File: config.mk
export PLATFORM = sky130hd
export DESIGN_NAME = cpu_run_monitor_flat
export DESIGN_NICKNAME = d
export VERILOG_FILES = /design/src/rtl/cpu_run_pkg.sv /design/src/rtl/cpu_run_monitor_if.sv /design/src/rtl/run_sat_counter.sv /design/src/rtl/cpu_run_monitor.sv /design/src/flat_wrapper.sv
export SDC_FILE = /design/constraint.sdc
export NUM_CORES = 1
export LEC_CHECK = 0
export CAP_MARGIN = 25
export CORE_ASPECT_RATIO = 0.75
export CORE_MARGIN = 3
export CORE_UTILIZATION = 41
export CTS_CLUSTER_DIAMETER = 60
export DETAILED_ROUTE_END_ITERATION = 16
export PLACE_DENSITY = 0.93
export SLEW_MARGIN = 5
export SYNTH_ARGS = -nofsm -noshare
export SYNTH_HDL_FRONTEND = slang
export SYNTH_HIERARCHICAL = 1
export SYNTH_SLANG_ARGS = --single-unit
File: constraint.sdc
create_clock -name clk -period 3.8 [get_ports clk]
set_input_delay 0.76 -clock clk [delete_from_list [all_inputs] [get_ports clk]]
set_output_delay 0.76 -clock clk [all_outputs]
set_load 0.01 [all_outputs]
File: src/rtl/cpu_run_pkg.sv
// Shared types and parameter defaults for the CPU run monitor.
package cpu_run_pkg;

    typedef enum logic [2:0] {
        IDLE,
        RUN,
        DRAIN,
        DUMP_LD,
        DUMP_OUT,
        DONE
    } run_state_e;

    localparam int END_PC_DEF       = 22;
    localparam int DRAIN_CYCLES_DEF = 5;
    localparam int TIMEOUT_DEF      = 2000;

endpackage

File: src/rtl/cpu_run_monitor_if.sv
// Register-file read port plus register dump stream of the run monitor.
interface cpu_run_monitor_if #(
    parameter int XLEN      = 32,
    parameter int ADDR_SIZE = 5
);
    logic [ADDR_SIZE-1:0] rf_raddr;
    logic [XLEN-1:0]      rf_rdata;
    logic                 dump_valid;
    logic                 dump_ready;
    logic [ADDR_SIZE-1:0] dump_idx;
    logic [XLEN-1:0]      dump_data;

    modport master (
        output rf_raddr, dump_valid, dump_idx, dump_data,
        input  rf_rdata, dump_ready
    );

    modport slave (
        input  rf_raddr, dump_valid, dump_idx, dump_data,
        output rf_rdata, dump_ready
    );
endinterface

File: src/rtl/run_sat_counter.sv
// Saturating up-counter with synchronous clear and count enable.
module run_sat_counter #(
    parameter int W = 16
) (
    input  logic         clk,
    input  logic         rst,
    input  logic         i_clr,
    input  logic         i_en,
    output logic [W-1:0] o_q
);
    logic [W-1:0] r_q;

    // NOTE: state registers use non-blocking assignment so every flop samples pre-edge values.
    always_ff @(posedge clk) begin
        if (!rst) begin
            r_q <= '0;
        end else if (i_clr) begin
            r_q <= '0;
        end else if (i_en && (r_q != '1)) begin
            r_q <= r_q + 1'b1;
        end
    end

    assign o_q = r_q;
endmodule

File: src/rtl/cpu_run_monitor.sv
// Watches a CPU run to its end-of-program NOP or timeout, then dumps the register file.
// Optional per-run branch/stall statistics are enabled with `define RUN_MON_STATS_EN.
module cpu_run_monitor
    import cpu_run_pkg::*;
#(
    parameter int XLEN         = 32,
    parameter int REG_NUM      = 32,
    parameter int ADDR_SIZE    = 5,
    parameter int PC_BITS      = 5,
    parameter int END_PC       = END_PC_DEF,
    parameter int DRAIN_CYCLES = DRAIN_CYCLES_DEF,
    parameter int TIMEOUT      = TIMEOUT_DEF,
    parameter int CNT_W        = 16
) (
    input  logic                clk,
    input  logic                rst,
    input  logic                start,
    input  logic [PC_BITS-1:0]  f_pc,
    input  logic [31:0]         f_inst,
    input  logic                ex_taken,
    input  logic                stall_d,
    cpu_run_monitor_if.master   bus,
    output logic                busy,
    output logic                done,
    output logic                timeout,
    output logic [CNT_W-1:0]    cycles,
    output logic [CNT_W-1:0]    taken_cnt,
    output logic [CNT_W-1:0]    stall_cnt
);
    localparam int                   DRW        = $clog2(DRAIN_CYCLES + 1) + 1;
    localparam logic [DRW-1:0]       DRAIN_LAST = DRW'((DRAIN_CYCLES == 0) ? 0 : DRAIN_CYCLES - 1);
    localparam logic [ADDR_SIZE-1:0] LAST_IDX   = ADDR_SIZE'(REG_NUM - 1);

    run_state_e           r_state;
    logic                 r_busy;
    logic                 r_done;
    logic                 r_timeout;
    logic                 r_dump_valid;
    logic [ADDR_SIZE-1:0] r_dump_idx;
    logic [XLEN-1:0]      r_dump_data;
    logic [DRW-1:0]       r_drain_cnt;

    logic                 w_run;
    logic                 w_end;
    logic                 w_tmo_hit;
    logic                 w_start_go;
    logic [CNT_W-1:0]     w_cycles;

    assign w_run      = (r_state == RUN);
    assign w_end      = (32'(f_pc) >= 32'(END_PC)) && (f_inst == '0);
    // End detection has priority, so a simultaneous timeout is suppressed here.
    assign w_tmo_hit  = w_run && !w_end && (w_cycles == CNT_W'(TIMEOUT));
    assign w_start_go = start && ((r_state == IDLE) || (r_state == DONE));

    run_sat_counter #(.W(CNT_W)) u_cycles (
        .clk   (clk),
        .rst   (rst),
        .i_clr (w_start_go),
        .i_en  (w_run && !w_tmo_hit),
        .o_q   (w_cycles)
    );

`ifdef RUN_MON_STATS_EN
    run_sat_counter #(.W(CNT_W)) u_taken (
        .clk   (clk),
        .rst   (rst),
        .i_clr (w_start_go),
        .i_en  (w_run && ex_taken),
        .o_q   (taken_cnt)
    );

    run_sat_counter #(.W(CNT_W)) u_stall (
        .clk   (clk),
        .rst   (rst),
        .i_clr (w_start_go),
        .i_en  (w_run && stall_d),
        .o_q   (stall_cnt)
    );
`else
    logic w_unused_stats;
    assign w_unused_stats = ex_taken ^ stall_d;
    assign taken_cnt      = '0;
    assign stall_cnt      = '0;
`endif

    always_ff @(posedge clk) begin
        if (!rst) begin
            r_state      <= IDLE;
            r_busy       <= 1'b0;
            r_done       <= 1'b0;
            r_timeout    <= 1'b0;
            r_dump_valid <= 1'b0;
            r_dump_idx   <= '0;
            r_dump_data  <= '0;
            r_drain_cnt  <= '0;
        end else begin
            case (r_state)
                IDLE, DONE: begin
                    if (start) begin
                        r_state    <= RUN;
                        r_busy     <= 1'b1;
                        r_done     <= 1'b0;
                        r_timeout  <= 1'b0;
                        r_dump_idx <= '0;
                    end
                end
                RUN: begin
                    if (w_end) begin
                        r_state     <= DRAIN;
                        r_drain_cnt <= '0;
                    end else if (w_tmo_hit) begin
                        r_state   <= DUMP_LD;
                        r_timeout <= 1'b1;
                    end
                end
                DRAIN: begin
                    if (r_drain_cnt == DRAIN_LAST) begin
                        r_state <= DUMP_LD;
                    end else begin
                        r_drain_cnt <= r_drain_cnt + 1'b1;
                    end
                end
                DUMP_LD: begin
                    r_dump_data  <= bus.rf_rdata;
                    r_dump_valid <= 1'b1;
                    r_state      <= DUMP_OUT;
                end
                DUMP_OUT: begin
                    if (bus.dump_ready) begin
                        r_dump_valid <= 1'b0;
                        if (r_dump_idx == LAST_IDX) begin
                            r_state <= DONE;
                            r_busy  <= 1'b0;
                            r_done  <= 1'b1;
                        end else begin
                            r_dump_idx <= r_dump_idx + 1'b1;
                            r_state    <= DUMP_LD;
                        end
                    end
                end
                default: r_state <= IDLE;
            endcase
        end
    end

    assign bus.rf_raddr   = r_dump_idx;
    assign bus.dump_idx   = r_dump_idx;
    assign bus.dump_valid = r_dump_valid;
    assign bus.dump_data  = r_dump_data;
    assign busy           = r_busy;
    assign done           = r_done;
    assign timeout        = r_timeout;
    assign cycles         = w_cycles;
endmodule
File: src/flat_wrapper.sv
// flat-port wrapper written by rule: the top's interface ports become plain ports
module cpu_run_monitor_flat import cpu_run_pkg::*;
#(
    parameter int XLEN         = 32,
    parameter int REG_NUM      = 32,
    parameter int ADDR_SIZE    = 5,
    parameter int PC_BITS      = 5,
    parameter int END_PC       = END_PC_DEF,
    parameter int DRAIN_CYCLES = DRAIN_CYCLES_DEF,
    parameter int TIMEOUT      = TIMEOUT_DEF,
    parameter int CNT_W        = 16
)
  (clk, rst, start, f_pc, f_inst, ex_taken, stall_d, busy, done, timeout, cycles, taken_cnt, stall_cnt, bus_rf_raddr, bus_dump_valid, bus_dump_idx, bus_dump_data, bus_rf_rdata, bus_dump_ready);
  cpu_run_monitor_if #(.XLEN(XLEN), .ADDR_SIZE(ADDR_SIZE)) bus_i ();
  input  logic clk;
  input  logic rst;
  input  logic start;
  input  logic [PC_BITS-1:0] f_pc;
  input  logic [31:0] f_inst;
  input  logic ex_taken;
  input  logic stall_d;
  output logic busy;
  output logic done;
  output logic timeout;
  output logic [CNT_W-1:0] cycles;
  output logic [CNT_W-1:0] taken_cnt;
  output logic [CNT_W-1:0] stall_cnt;
  output wire logic [$bits(bus_i.rf_raddr)-1:0] bus_rf_raddr;
  output wire logic [$bits(bus_i.dump_valid)-1:0] bus_dump_valid;
  output wire logic [$bits(bus_i.dump_idx)-1:0] bus_dump_idx;
  output wire logic [$bits(bus_i.dump_data)-1:0] bus_dump_data;
  input wire logic [$bits(bus_i.rf_rdata)-1:0] bus_rf_rdata;
  input wire logic [$bits(bus_i.dump_ready)-1:0] bus_dump_ready;
  assign bus_rf_raddr = bus_i.rf_raddr;
  assign bus_dump_valid = bus_i.dump_valid;
  assign bus_dump_idx = bus_i.dump_idx;
  assign bus_dump_data = bus_i.dump_data;
  assign bus_i.rf_rdata = bus_rf_rdata;
  assign bus_i.dump_ready = bus_dump_ready;
  cpu_run_monitor #(.XLEN(XLEN), .REG_NUM(REG_NUM), .ADDR_SIZE(ADDR_SIZE), .PC_BITS(PC_BITS), .END_PC(END_PC), .DRAIN_CYCLES(DRAIN_CYCLES), .TIMEOUT(TIMEOUT), .CNT_W(CNT_W)) u_core (.clk(clk), .rst(rst), .start(start), .f_pc(f_pc), .f_inst(f_inst), .ex_taken(ex_taken), .stall_d(stall_d), .bus(bus_i), .busy(busy), .done(done), .timeout(timeout), .cycles(cycles), .taken_cnt(taken_cnt), .stall_cnt(stall_cnt));
endmodule
==> results.txt <==
----------------------------------------------------
[Pwr]
  Reg power frac ... between 40% and 50%
  Net switching power of the design ... a little under 600 uW
  Internal power ... 1.37 mW
  P per Cell Area ... between 400 and 500 mW/mm2
  Switching portion of total power ... between 20% and 30%
  Maximum resistive drop on vdd ... 0.000200 V
  Leakage power ... 1.77 nW
  Combinational cell fraction of total power ... 28.4%
  Power Total ... 1.95 mW
  Clock network fraction of design power ... a little under a third

[Layout]
  Diode insertion count for antenna repair ... 0
  Leading cell types in the layout, fill and taps excluded ... sky130_fd_sc_hd__clkdlybuf4s50_1, sky130_fd_sc_hd__nand2_1, sky130_fd_sc_hd__dfxtp_1
  Area added between synthesis and finish ... 44.0%
  Core Util, Final ... around 63%
  Layout cells sized above 1 ... under 10%
  Most common cell after layout, fill and taps aside ... sky130_fd_sc_hd__clkdlybuf4s50_1
  Final-stage net count ... between 600 and 700

[CTS]
  CTS hold repair buffers ... 0
  Worst-Skew Late Latency ... between 0.3 and 0.4 ns
  Number of buffers added by the clock tree synthesis step ... 9
  Clock transition at the register clock pins on the worst setup and hold paths after CTS ... around 0.070 ns
  Clock Sinks ... between 60 and 70
  CTS tree ... yes
  Total of cells resized after clock tree synthesis ... 0
  Post-CTS repair timing setup buffer count ... 0
  Root Buffer ... sky130_fd_sc_hd__clkbuf_8
  Clock Tree Buf Depth ... 2
  Depth of the CTS H-tree ... 3

[Detailed routing]
  DRT met1 WL ... approximately 3700 um
  Post-Route WL ... slightly below 9000 um
  Initial drt markers ... ~140
  Detailed-route DRC error count ... 0
  Detailed-router iteration count before antenna repair ... 4
  Wire per inst ... 14.2 um
  Via/cell ratio ... around 5
  Length of routed met2 wiring ... around 4600 um
  Highest metal layer with signal wires ... met4
  Number of vias after detailed routing ... around 3200
  Final antenna-violating net count ... 0
  Total met3 wirelength after detailed routing ... 618 um

[Synthesis]
  Flip-flop cell with the highest count after synthesis ... sky130_fd_sc_hd__dfxtp_1
  Summed instance area of the synthesized netlist ... around 0.0034 mm2
  Warnings from Yosys ... 6
  Count of distinct cell types in the synthesized netlist ... just over 60
  FF+latch count, synth ... 64
  Post-synthesis async set-or-reset flop share ... 0%
  Proportion of synthesized chip area in sequential cells ... 38.0%
  Number of cells produced by synthesis ... slightly below 400
  Synthesized area per cell ... 8.48 um2
  Post-synth EDFFs ... 0

[STA]
  Tightest hold margin ... 0.456 ns
  Setup Skew ... about 0.011 ns
  Unrepaired setup endpoints after global routing ... no
  Setup violators final ... 0
  Number of max-slew violations in the final report ... 0
  Fmax ... just over 300 MHz
  Sum of negative setup slack ... 0 ns
  Worst rel slew slack ... a little over half
  Period utilization ... between 80% and 90%
  Worst Max-Slew Pin Slew ... ~0.7 ns
  Final Hold Violating Endpoints ... 0
  Minimum clock period after layout ... roughly 3.3 ns

[Floorplanning]
  Die outline width ... ~110 um
  Vertical die dimension ... about 85 um
  Core region area ... approximately 0.0077 mm2
  Initial cell density of the core ... around 44%
  # IOs ... between 150 and 200
  Die area ... 0.00937 mm2
  Placement Rows ... 27

[Worst setup path]
  Worst Setup Path Type ... input pin to register
  Critical path capture point type ... register
  Startpoint type of the worst setup path ... input pin
  Arrival time worst endpoint ... between 3 and 4 ns
  CP required ... 3.98 ns
  Largest fanout on the critical path ... 9

[Status]
  Result of the run ... completed

[Hold path]
  Class of the tightest hold or removal check ... register to register

[Placement]
  Last weighted congestion value of the routability-driven placer ... 0.888
  Post-DP HPWL ... around 7000 um
  Number of port buffers ... between 100 and 150

[Global routing]
  Wire length of the first global-routing pass ... 14500 um
  Vias in the first global route ... roughly 3000
  GRT Resource Usage Total ... a little under a fifth
  Pin count of the biggest net entering global routing ... 49
  Total global routing overflow ... 0
  Initial antenna violation count ... 0

[Run]
  Total of max-cap violations ... 0

----------------------------------------------------
-- routing by layer --
layer  global-route usage [%]  up-vias
met1                     21.1     1477
met5                        0        -
met2                     33.6      101
met4                     6.26        0
li1                         -     1573
met3                     5.76       10
-- path summary, 6_finish.rpt --
path                                         from                 endpoint  cells after the start  slack (ns)
worst max-delay path                      f_pc[1]  u_core/u_cycles/o_q[15]                     10        0.52
worst min-delay path                  u_core/busy              u_core/busy                      2        0.46
worst max register to register  u_core/r_state[0]  u_core/u_cycles/o_q[15]                      7        1.17
worst min register to register        u_core/busy              u_core/busy                      2        0.46
-- power groups by stage --
stage               sequential (mW)  combinational, mW  clock [mW]
floorplan                     0.796              0.349           0
global placement              0.803              0.524           0
detailed placement            0.809              0.550           0
CTS                           0.795              0.553       0.622
global route                  0.805              0.605       0.647
finish                        0.794              0.553       0.602
-- cells in the mapped netlist (all sizes together), types with 5 or more instances --
master  count  share of area, %
a21boi     34               7.7
a21oi      11               1.6
and2        7               1.3
buf        43               9.0
clkbuf     10               1.1
dfxtp      64                38
ha          5               1.9
inv         8              0.89
nand2      87               9.8
nand3      13               2.3
nand4       6               2.0
nor2       19               2.1
nor4       11               2.5
o21ai      10               1.6
xor2        7               1.8
-- kinds of logic after synthesis --
| group | count (synthesis) | share of synthesized area, % |
|---|---|---|
| AND/OR/NAND/NOR | 175 | 27.2 |
| XOR/XNOR | 9 | 2.34 |
| buffers and inverters | 61 | 11.0 |
| AO/OA/AOI/OAI | 79 | 18.3 |
| flip-flops | 64 | 38.0 |
| adder cells (fa/ha/maj) | 5 | 1.85 |
| other | 1 | 0.111 |
| multiplexers | 4 | 1.19 |
-- flip-flops by register name (all words and copies together) (netlist names) --
register and cells:
u_core/done 1, u_core/timeout 1, u_core/r_drain_cnt 4, u_core/busy 1
u_core/bus.dump_idx 5, u_core/r_state 3, u_core/bus.dump_data 32, u_core/bus.dump_valid 1
u_core/u_cycles/o_q 16
-- layout make-up --
cell class,instances,area [um2]
Fill cell,664,2810
Multi-Input combinational cell,304,1840
Timing Repair Buffer,138,1380
Sequential cell,64,1280
Clock buffer,11,131
Tap cell,101,126
Clock inverter,4,70.1
Inverter,8,30.0
-- critical path: stages --
cell                              delay (ns)
sky130_fd_sc_hd__clkdlybuf4s50_1        0.46
sky130_fd_sc_hd__a21oi_1                0.06
sky130_fd_sc_hd__or4_4                  0.43
sky130_fd_sc_hd__nor4_4                 0.29
sky130_fd_sc_hd__nor2_1                 0.08
sky130_fd_sc_hd__nor2_1                 0.35
sky130_fd_sc_hd__and4_2                 0.38
sky130_fd_sc_hd__nand3_4                0.14
sky130_fd_sc_hd__o311ai_0               0.37
sky130_fd_sc_hd__o41ai_1                0.14
-- stage by stage --
step / area (um2) / std cells / worst slack [ns]
floorplan: 3490 / 429 / 0.757
global placement: 4630 / 613 / 0.306
detailed placement: 4640 / 614 / 0.203
CTS: 4840 / 629 / 0.530
global route: 4860 / 630 / 0.409
finish: 4860 / 630 / 0.521
(Power assumes the default switching activity.)
